File: src/rtl/spi_txn_arbiter.sv
// Round-robin arbiter and transaction sequencer in front of a shared SPI byte engine.
// Define SPI_TIMEOUT_EN to add an eng_done watchdog that aborts a stuck transaction.
module spi_txn_arbiter #(
  parameter int NUM_REQ     = 2,
  parameter int LEN_W       = 4,
  parameter int CS_SETUP    = 2,
  parameter int CS_HOLD     = 2,
  parameter int CS_GAP      = 4,
  parameter int TIMEOUT_CYC = 64,
  localparam int IW = (NUM_REQ > 1) ? $clog2(NUM_REQ) : 1
) (
  input  logic                     clk,
  input  logic                     rst,
  input  logic [NUM_REQ-1:0]       req,
  input  logic [NUM_REQ-1:0]       req_rw,
  input  logic [NUM_REQ*8-1:0]     req_addr,
  input  logic [NUM_REQ*8-1:0]     req_wdata,
  input  logic [NUM_REQ*LEN_W-1:0] req_rlen,
  output logic [NUM_REQ-1:0]       ack,
  output logic                     busy,
  output logic                     eng_start,
  output logic [7:0]               eng_tx,
  input  logic                     eng_done,
  input  logic [7:0]               eng_rx,
  output logic                     cs_n,
  output logic                     rd_valid,
  output logic [7:0]               rd_data,
  output logic [IW-1:0]            rd_id,
  output logic                     rd_last,
  output logic                     txn_done,
  output logic                     err
);

  localparam int KW   = LEN_W + 1;
  localparam int CM0  = (CS_SETUP > CS_HOLD) ? CS_SETUP : CS_HOLD;
  localparam int CMAX = (CM0 > CS_GAP) ? CM0 : CS_GAP;
  localparam int CW   = $clog2(CMAX + 1);

  typedef enum logic [2:0] {IDLE, SETUP, SEND, WAIT, HOLD, GAP} state_t;

  state_t           state;
  logic [IW-1:0]    ptr;
  logic [IW-1:0]    win;
  logic [CW-1:0]    cnt;
  logic [KW-1:0]    k;
  logic [KW-1:0]    k_last;
  logic             rw_q;
  logic [7:0]       addr_q;
  logic [7:0]       wdata_q;
  logic [LEN_W-1:0] rlen_w;
  logic [KW-1:0]    last_w;

  // Lowest offset from the pointer wins, so scan from the far end down.
  function automatic logic [IW-1:0] rr_pick(
    input logic [NUM_REQ-1:0] r,
    input logic [IW-1:0]      p
  );
    logic [IW-1:0] w;
    int            j;
    w = p;
    for (int i = NUM_REQ - 1; i >= 0; i--) begin
      j = (int'(p) + i) % NUM_REQ;
      if (r[j]) w = IW'(j);
    end
    return w;
  endfunction

  function automatic logic [7:0] tx_byte(
    input logic [KW-1:0] n,
    input logic          rw,
    input logic [7:0]    a,
    input logic [7:0]    d
  );
    logic [7:0] b;
    unique case (1'b1)
      (n == KW'(0)): b = rw ? 8'h0B : 8'h0A;
      (n == KW'(1)): b = a;
      default:       b = rw ? 8'h00 : d;
    endcase
    return b;
  endfunction

  assign win    = rr_pick(req, ptr);
  assign rlen_w = req_rlen[LEN_W*int'(win) +: LEN_W];
  assign last_w = req_rw[win]
                ? KW'((rlen_w == '0) ? LEN_W'(1) : rlen_w) + KW'(1)
                : KW'(2);

`ifdef SPI_TIMEOUT_EN
  localparam int TW = $clog2(TIMEOUT_CYC + 1);
  logic [TW-1:0] wd;
  logic          err_q;
  assign err = err_q;
`else
  logic unused_timeout;
  assign unused_timeout = (TIMEOUT_CYC > 0);
  assign err = 1'b0;
`endif

  always_ff @(posedge clk) begin
    if (rst) begin
      state     <= IDLE;
      ptr       <= '0;
      cnt       <= '0;
      k         <= '0;
      k_last    <= '0;
      rw_q      <= 1'b0;
      addr_q    <= '0;
      wdata_q   <= '0;
      ack       <= '0;
      busy      <= 1'b0;
      eng_start <= 1'b0;
      eng_tx    <= '0;
      cs_n      <= 1'b1;
      rd_valid  <= 1'b0;
      rd_data   <= '0;
      rd_id     <= '0;
      rd_last   <= 1'b0;
      txn_done  <= 1'b0;
`ifdef SPI_TIMEOUT_EN
      wd        <= '0;
      err_q     <= 1'b0;
`endif
    end else begin
      ack       <= '0;
      eng_start <= 1'b0;
      rd_valid  <= 1'b0;
      rd_last   <= 1'b0;
      txn_done  <= 1'b0;
`ifdef SPI_TIMEOUT_EN
      err_q     <= 1'b0;
`endif
      unique case (state)
        IDLE: if (|req) begin
          rw_q    <= req_rw[win];
          addr_q  <= req_addr[8*int'(win) +: 8];
          wdata_q <= req_wdata[8*int'(win) +: 8];
          k_last  <= last_w;
          k       <= '0;
          cnt     <= '0;
          ack     <= NUM_REQ'(1) << win;
          busy    <= 1'b1;
          cs_n    <= 1'b0;
          rd_id   <= win;
          ptr     <= (int'(win) == NUM_REQ - 1) ? '0 : win + 1'b1;
          state   <= SETUP;
        end
        SETUP: if (cnt == CW'(CS_SETUP - 1)) begin
          eng_start <= 1'b1;
          eng_tx    <= tx_byte(k, rw_q, addr_q, wdata_q);
          state     <= SEND;
        end else begin
          cnt <= cnt + 1'b1;
        end
        SEND: begin
          state <= WAIT;
`ifdef SPI_TIMEOUT_EN
          wd    <= '0;
`endif
        end
        WAIT: if (eng_done) begin
          if (rw_q && k >= KW'(2)) begin
            rd_valid <= 1'b1;
            rd_data  <= eng_rx;
            rd_last  <= (k == k_last);
          end
          // The done cycle counts as the first hold cycle.
          if (k == k_last) begin
            cnt   <= CW'(1);
            state <= HOLD;
          end else begin
            k         <= k + 1'b1;
            eng_start <= 1'b1;
            eng_tx    <= tx_byte(k + 1'b1, rw_q, addr_q, wdata_q);
            state     <= SEND;
          end
        end
`ifdef SPI_TIMEOUT_EN
        else if (wd == TW'(TIMEOUT_CYC - 1)) begin
          err_q <= 1'b1;
          cs_n  <= 1'b1;
          cnt   <= '0;
          state <= GAP;
        end else begin
          wd <= wd + 1'b1;
        end
`endif
        HOLD: if (cnt >= CW'(CS_HOLD - 1)) begin
          cs_n     <= 1'b1;
          txn_done <= 1'b1;
          cnt      <= '0;
          state    <= GAP;
        end else begin
          cnt <= cnt + 1'b1;
        end
        GAP: if (cnt == CW'(CS_GAP - 1)) begin
          busy  <= 1'b0;
          state <= IDLE;
        end else begin
          cnt <= cnt + 1'b1;
        end
        default: state <= IDLE;
      endcase
    end
  end

endmodule

File: config.mk
export PLATFORM = sky130hd
export DESIGN_NAME = spi_txn_arbiter
export DESIGN_NICKNAME = d
export VERILOG_FILES = /design/src/rtl/spi_txn_arbiter.sv
export SDC_FILE = /design/constraint.sdc
export NUM_CORES = 1
export LEC_CHECK = 0
export ABC_AREA = 1
export BUFFER_PORTS_ARGS = -buffer_cell sky130_fd_sc_hd__buf_2
export CAP_MARGIN = 20
export CORE_UTILIZATION = 25
export DETAILED_ROUTE_END_ITERATION = 8
export SLEW_MARGIN = 20
export SYNTH_ARGS = -nofsm -noshare
export SYNTH_HDL_FRONTEND = slang
export SYNTH_SLANG_ARGS = --single-unit
File: constraint.sdc
create_clock -name clk -period 1.5 [get_ports clk]
set_input_delay 0.15 -clock clk [delete_from_list [all_inputs] [get_ports clk]]
set_output_delay 0.15 -clock clk [all_outputs]
set_load 0.05 [all_outputs]
**Word-level counts from Yosys, hierarchy flattened**

Cells that the tools add are included.

- Register bits: 59

- Reduce and logical (&&, ||, !) cells: 23
- Mux-type cells: 50
- Bitwise gates (word level): 7
- Magnitude comparators: 5
- Add/subtract/negate cells: 5
- Equality and inequality tests: 19
- Shift-type cells: 4

Operators by type and width:

| cell | number |
|---|---|
| one-hot mux 8 bit (2 select lines) | 3 |
| 2-to-1 mux 3 bit | 12 |
| 2-to-1 mux 8 bit | 4 |
| variable part select 16 x 5 -> 8 bit | 2 |
| 2-to-1 mux 1 bit | 20 |
| 2-to-1 mux 5 bit | 4 |
| != test 2 bit, second input constant | 9 |
| one-hot mux 3 bit (6 select lines) | 1 |
| one-hot mux 3 bit (5 select lines) | 1 |
| == test 5 x 1 -> 1 bit, second input constant | 2 |
| logical NOT 5 bit | 2 |
| one-hot mux 5 bit (2 select lines) | 1 |
| == test 3 x 2 -> 1 bit, second input constant | 3 |
| AND reduction 3 bit | 3 |
| AND reduction 4 bit | 2 |
| nonzero test 2 bit | 4 |
| variable part select 8 x 4 -> 4 bit | 1 |
| == test 3 x 1 -> 1 bit, second input constant | 2 |
| == test 3 bit, second input constant | 2 |
| inverter 1 bit | 6 |
| one-hot mux 1 bit (2 select lines) | 3 |
| AND reduction 6 bit | 1 |
| OR reduction 3 bit | 2 |
| adder 4 x 1 -> 5 bit, second input constant | 1 |
| 19 further kinds | 22 |

**Logic depth before layout (Yosys ltp)**

- Depth in word-level cells: 12
- Mapped depth: 11

**Worst setup path after synthesis**

No wires, ideal clock.

- Kind: register to register
- Start point: reg k[1]
- End point: reg eng_tx[4]
- Data required time: 1.432 ns
- Slack: -0.089 ns
- Arrival time: 1.520 ns
- Cell stages (with the launch flop): 10
- Cells stage by stage: dfxtp_1 -> ha_1 -> nand3_1 -> nand2_1 -> nand3_1 -> nor2_1 -> a21oi_1 -> o21ai_0 -> nand2_1 -> a21oi_2

- Word-level cells in the longest chain between the ends: 6
- Elaborated cells on any way between the ends: 14
- Those cells by class: add/sub (1); eq/ne (4); mux (6); reduce/logical (3)

RTL lines:

| element | line | text |
|---|---|---|
| start: declaration | 45 | `logic [KW-1:0] k;` |
| start signal: assignment | 172 | `k <= k + 1'b1;` |
| adder 5 x 1 -> 5 bit | 174 | `eng_tx <= tx_byte(k + 1'b1, rw_q, addr_q, wdata_q);` |
| == test 5 x 1 -> 1 bit or logical NOT 5 bit (tied branches) | 77, 76 |  |
| one-hot mux 8 bit (2 select lines) | 75 | `unique case (1'b1)` |
| 2-to-1 mux 8 bit | 168 | `if (k == k_last) begin` |
| 2-to-1 mux 8 bit | 161 | `WAIT: if (eng_done) begin` |
| one-hot mux 8 bit (2 select lines) | 133 | `unique case (state)` |
| end signal: assignment | 150 | `eng_tx <= tx_byte(k, rw_q, addr_q, wdata_q);` |
| end signal: assignment | 174 |  |
| end: declaration | 22 | `output logic [7:0] eng_tx,` |

Parallel ways exist; a longest one is shown, timed or not. The select of a mux whose other input is x is not followed.
A chain may end at the register's enable or synchronous reset.

**Worst setup path in the final report**

- Start point: reg k[0]
- End point: reg k[4]

- Word-level cells in the longest chain between the ends: 4
- Elaborated cells on any way between the ends: 7
- Those cells by class: add/sub (1); eq/ne (2); mux (3); reduce/logical (1)

RTL lines:

| element | line |
|---|---|
| adder 5 x 1 -> 5 bit | 172 |
| 2-to-1 mux 5 bit | 168 |
| 2-to-1 mux 5 bit | 161 |
| one-hot mux 5 bit (2 select lines) | 133 |

Parallel ways exist; a longest one is shown, timed or not. The select of a mux whose other input is x is not followed.

==> results.sh <==
export IMPL_cap_viol_max_count=0
export IMPL_tritoncts="done"
export IMPL_syn_inst=469
export IMPL_cts_buffer_depth=2
export IMPL_yosys_warnings=0
export IMPL_p_per_area_nw_per_um2=1580
export IMPL_core_um2=12200
export IMPL_wl_um=9230
export IMPL_synth_seq_area_share_pct=37.4
export IMPL_drt_wirelength_per_cell_um=12.1
export IMPL_p_comb_share_pct=45.3
export IMPL_firstDrtPassIters=5
export IMPL_die_y_um=114
export IMPL_status="complete, but fails checks"
export IMPL_layout_common_cells="nand2_1 (118), buf_2 (79), dfxtp_1 (51)"
export IMPL_min_path_type="in -> reg"
export IMPL_cp_end_kind="flop"
export IMPL_violations="setup timing"
export IMPL_syn_area_um2=3160
export IMPL_synth_seq_cells=59
export IMPL_rows=40
export IMPL_layout_drive_gt1_share_pct=39.1
export IMPL_synth_fp_nets=532
export IMPL_fillerInstances=1268
export IMPL_dp_cells=738
export IMPL_p_leak_uw=0.00209
export IMPL_maxSlewViolCount=0
export IMPL_p_seq_share_pct=29.0
export IMPL_antenna_cells=0
export IMPL_initial_core_util_pct=26.0
export IMPL_clockPowerShare_pct=25.7
export IMPL_final_cells=764
export IMPL_critical_path_class="reg -> reg"
export IMPL_skew_ns=0.00832
export IMPL_ir_worst_vdd_mv=0.751
export IMPL_hold_slack_ns=0.0275
export IMPL_num_vias=3486
export IMPL_avgSynthCellArea_um2=6.73
export IMPL_cp_data_required_time_ns=1.75
export IMPL_io_buffers=79
export IMPL_p_sw_uw=2920
export IMPL_die_x_um=114
export IMPL_synthFlopType="dfxtp_1"
export IMPL_clk_pin_slew_worst_paths_ns=0.05
export IMPL_swShare_pct=39.4
export IMPL_fmax_ghz=0.621
export IMPL_finalCritPeriodShare_pct=107
export IMPL_setup_slack_ns=-0.110
export IMPL_timing_final_crit_period_ns=1.61
export IMPL_cp_max_fo=5
export IMPL_finalSetupViolCount=19
export IMPL_cts_sinks=59
export IMPL_pin_count=81
export IMPL_synth_edff_count=0
export IMPL_grt_usage_pct=14.4
export IMPL_grt_pass1_vias=3316
export IMPL_root_buffer="clkbuf_16"
export IMPL_clk_latency_ns=0.32
export IMPL_worst_ep_arrival_time_ns=1.86
export IMPL_synth_cell_types=31
export IMPL_htreeDepth=3
export IMPL_cts_buffers=9
export IMPL_total_power_uw=7400
export IMPL_gp_congestion=0.867
export IMPL_drtIter0Drc=212
export IMPL_fin_nets=655
export IMPL_via_per_inst=4.56
export IMPL_drtAntennaViolNets=0
export IMPL_grt_pass1_wl_um=15000
export IMPL_grt_overflow=0
export IMPL_power_internal_uw=4480
export IMPL_area_delta_synth_final_pct=48.0
export IMPL_rsz0062_at_grt="true"
export IMPL_final_hold_viol_count=0
export IMPL_die_area_um2=13100
export IMPL_final_common_cell="nand2_1"
export IMPL_detailed_place_hpwl_um=6720
export IMPL_async_flop_share_pct=0
export IMPL_post_route_drc_count=0
export IMPL_crit_path_start_kind="flop"
export IMPL_grt_max_degree=37
export IMPL_antenna_found_initial=0
==> flip-flops by register name, summed over array words and instances (netlist names), 2 cells and up <==
register	cells
wdata_q	8
k_last	5
state	3
cnt	3
k	5
addr_q	8
rd_data	8
ack	2
eng_tx	8
==> critical path: stages, from the launching register on <==
cell	delay, ns
dfxtp_4	0.37
buf_6	0.13
xor2_2	0.14
nor2_2	0.17
nand3_4	0.13
buf_6	0.15
o21ai_4	0.20
nand2_2	0.10
a21oi_2	0.15
==> final cells by class <==
class / count / area (µm²) / area share (%)
multi-input combinational: 348 / 1980 / 42.5
tap: 168 / 210 / 4.50
inverter: 45 / 180 / 3.86
timing repair buffer: 129 / 818 / 17.5
clock buffer: 13 / 270 / 5.79
clock inverter: 2 / 10.0 / 0.214
sequential: 59 / 1200 / 25.7
==> metrics by stage <==
step,util (%),instance area (µm²),setup WS (ns),setup TNS (ns)
floorplan,-,3160,0.0167,0
global placement,32.9,4000,-0.122,-1.58
detailed placement,32.9,4000,-0.207,-2.39
CTS,36.6,4460,-0.0617,-0.739
global route,38.4,4670,-0.195,-3.59
finish,38.4,4670,-0.110,-0.904
==> timing repair <==
action	in CTS	in global routing
buffers inserted	5	6
gates resized for setup	44	58
pin swaps	13	24
endpoints found under the setup margin	37	44
hold buffers	0	0
==> path summary, 6_finish.rpt <==
path                 start         end  slack [ns]  cells past startpoint
min          req_wdata[12]  wdata_q[4]        0.03                      3
min reg2reg     rd_data[0]  rd_data[0]        0.46                      2
max reg2reg           k[0]        k[4]       -0.11                      8
max                   k[0]        k[4]       -0.11                      8
==> power by group through the flow <==
stage | Combinational [µW] | Clock (µW) | Sequential [µW]
6_report | 3350 | 1900 | 2150
5_1_grt | 3690 | 2020 | 2180
4_1_cts | 3000 | 1950 | 2110
3_5_place_dp | 2790 | 0 | 2130
3_3_place_gp | 2760 | 0 | 2130
2_1_floorplan | 1570 | 0 | 2300
==> metal layers <==
metal | wire, µm | part of all wire [%] | up-vias | GRT usage, %
li1 | - | - | 1772 | -
met1 | 4230 | 46 | 1596 | 18.1
met2 | 4370 | 47 | 110 | 24.0
met3 | 566 | 6.1 | 8 | 4.24
met4 | 68 | 0.74 | 0 | 3.98
met5 | 0 | 0 | - | 0
==> kinds of logic (layout without fill, tap and decap cells) <==
family / count (synthesis) / after routing / synth area share [%]
AO/OA/AOI/OAI: 94 / 94 / 17.8
AND/OR/NAND/NOR: 241 / 241 / 32.3
adder cells (fa/ha/maj): 8 / 8 / 3.17
flip-flops: 59 / 59 / 37.4
buffers and inverters: 62 / 189 / 8.13
XOR/XNOR: 4 / 4 / 1.11
other: 1 / 1 / 0.119
==> synth_stat cells, types with 3 or more instances <==
cell      instances  area, µm²
nand2_1         125        469
nor2_1           60        225
dfxtp_1          59       1180
inv_1            43        161
nand3_1          36        180
o21ai_0          32        160
a21oi_1          30        150
a31oi_1          10       62.6
nand2_2          10       62.6
a21oi_2           9       78.8
clkbuf_1          9       33.8
ha_1              8        100
nand4_1           5       31.3
buf_2             4       20.0
a211oi_1          3       22.5
buf_4             3       22.5
o21ai_2           3       26.3
xor2_1            3       26.3
Power figures use the tool's default switching activity.
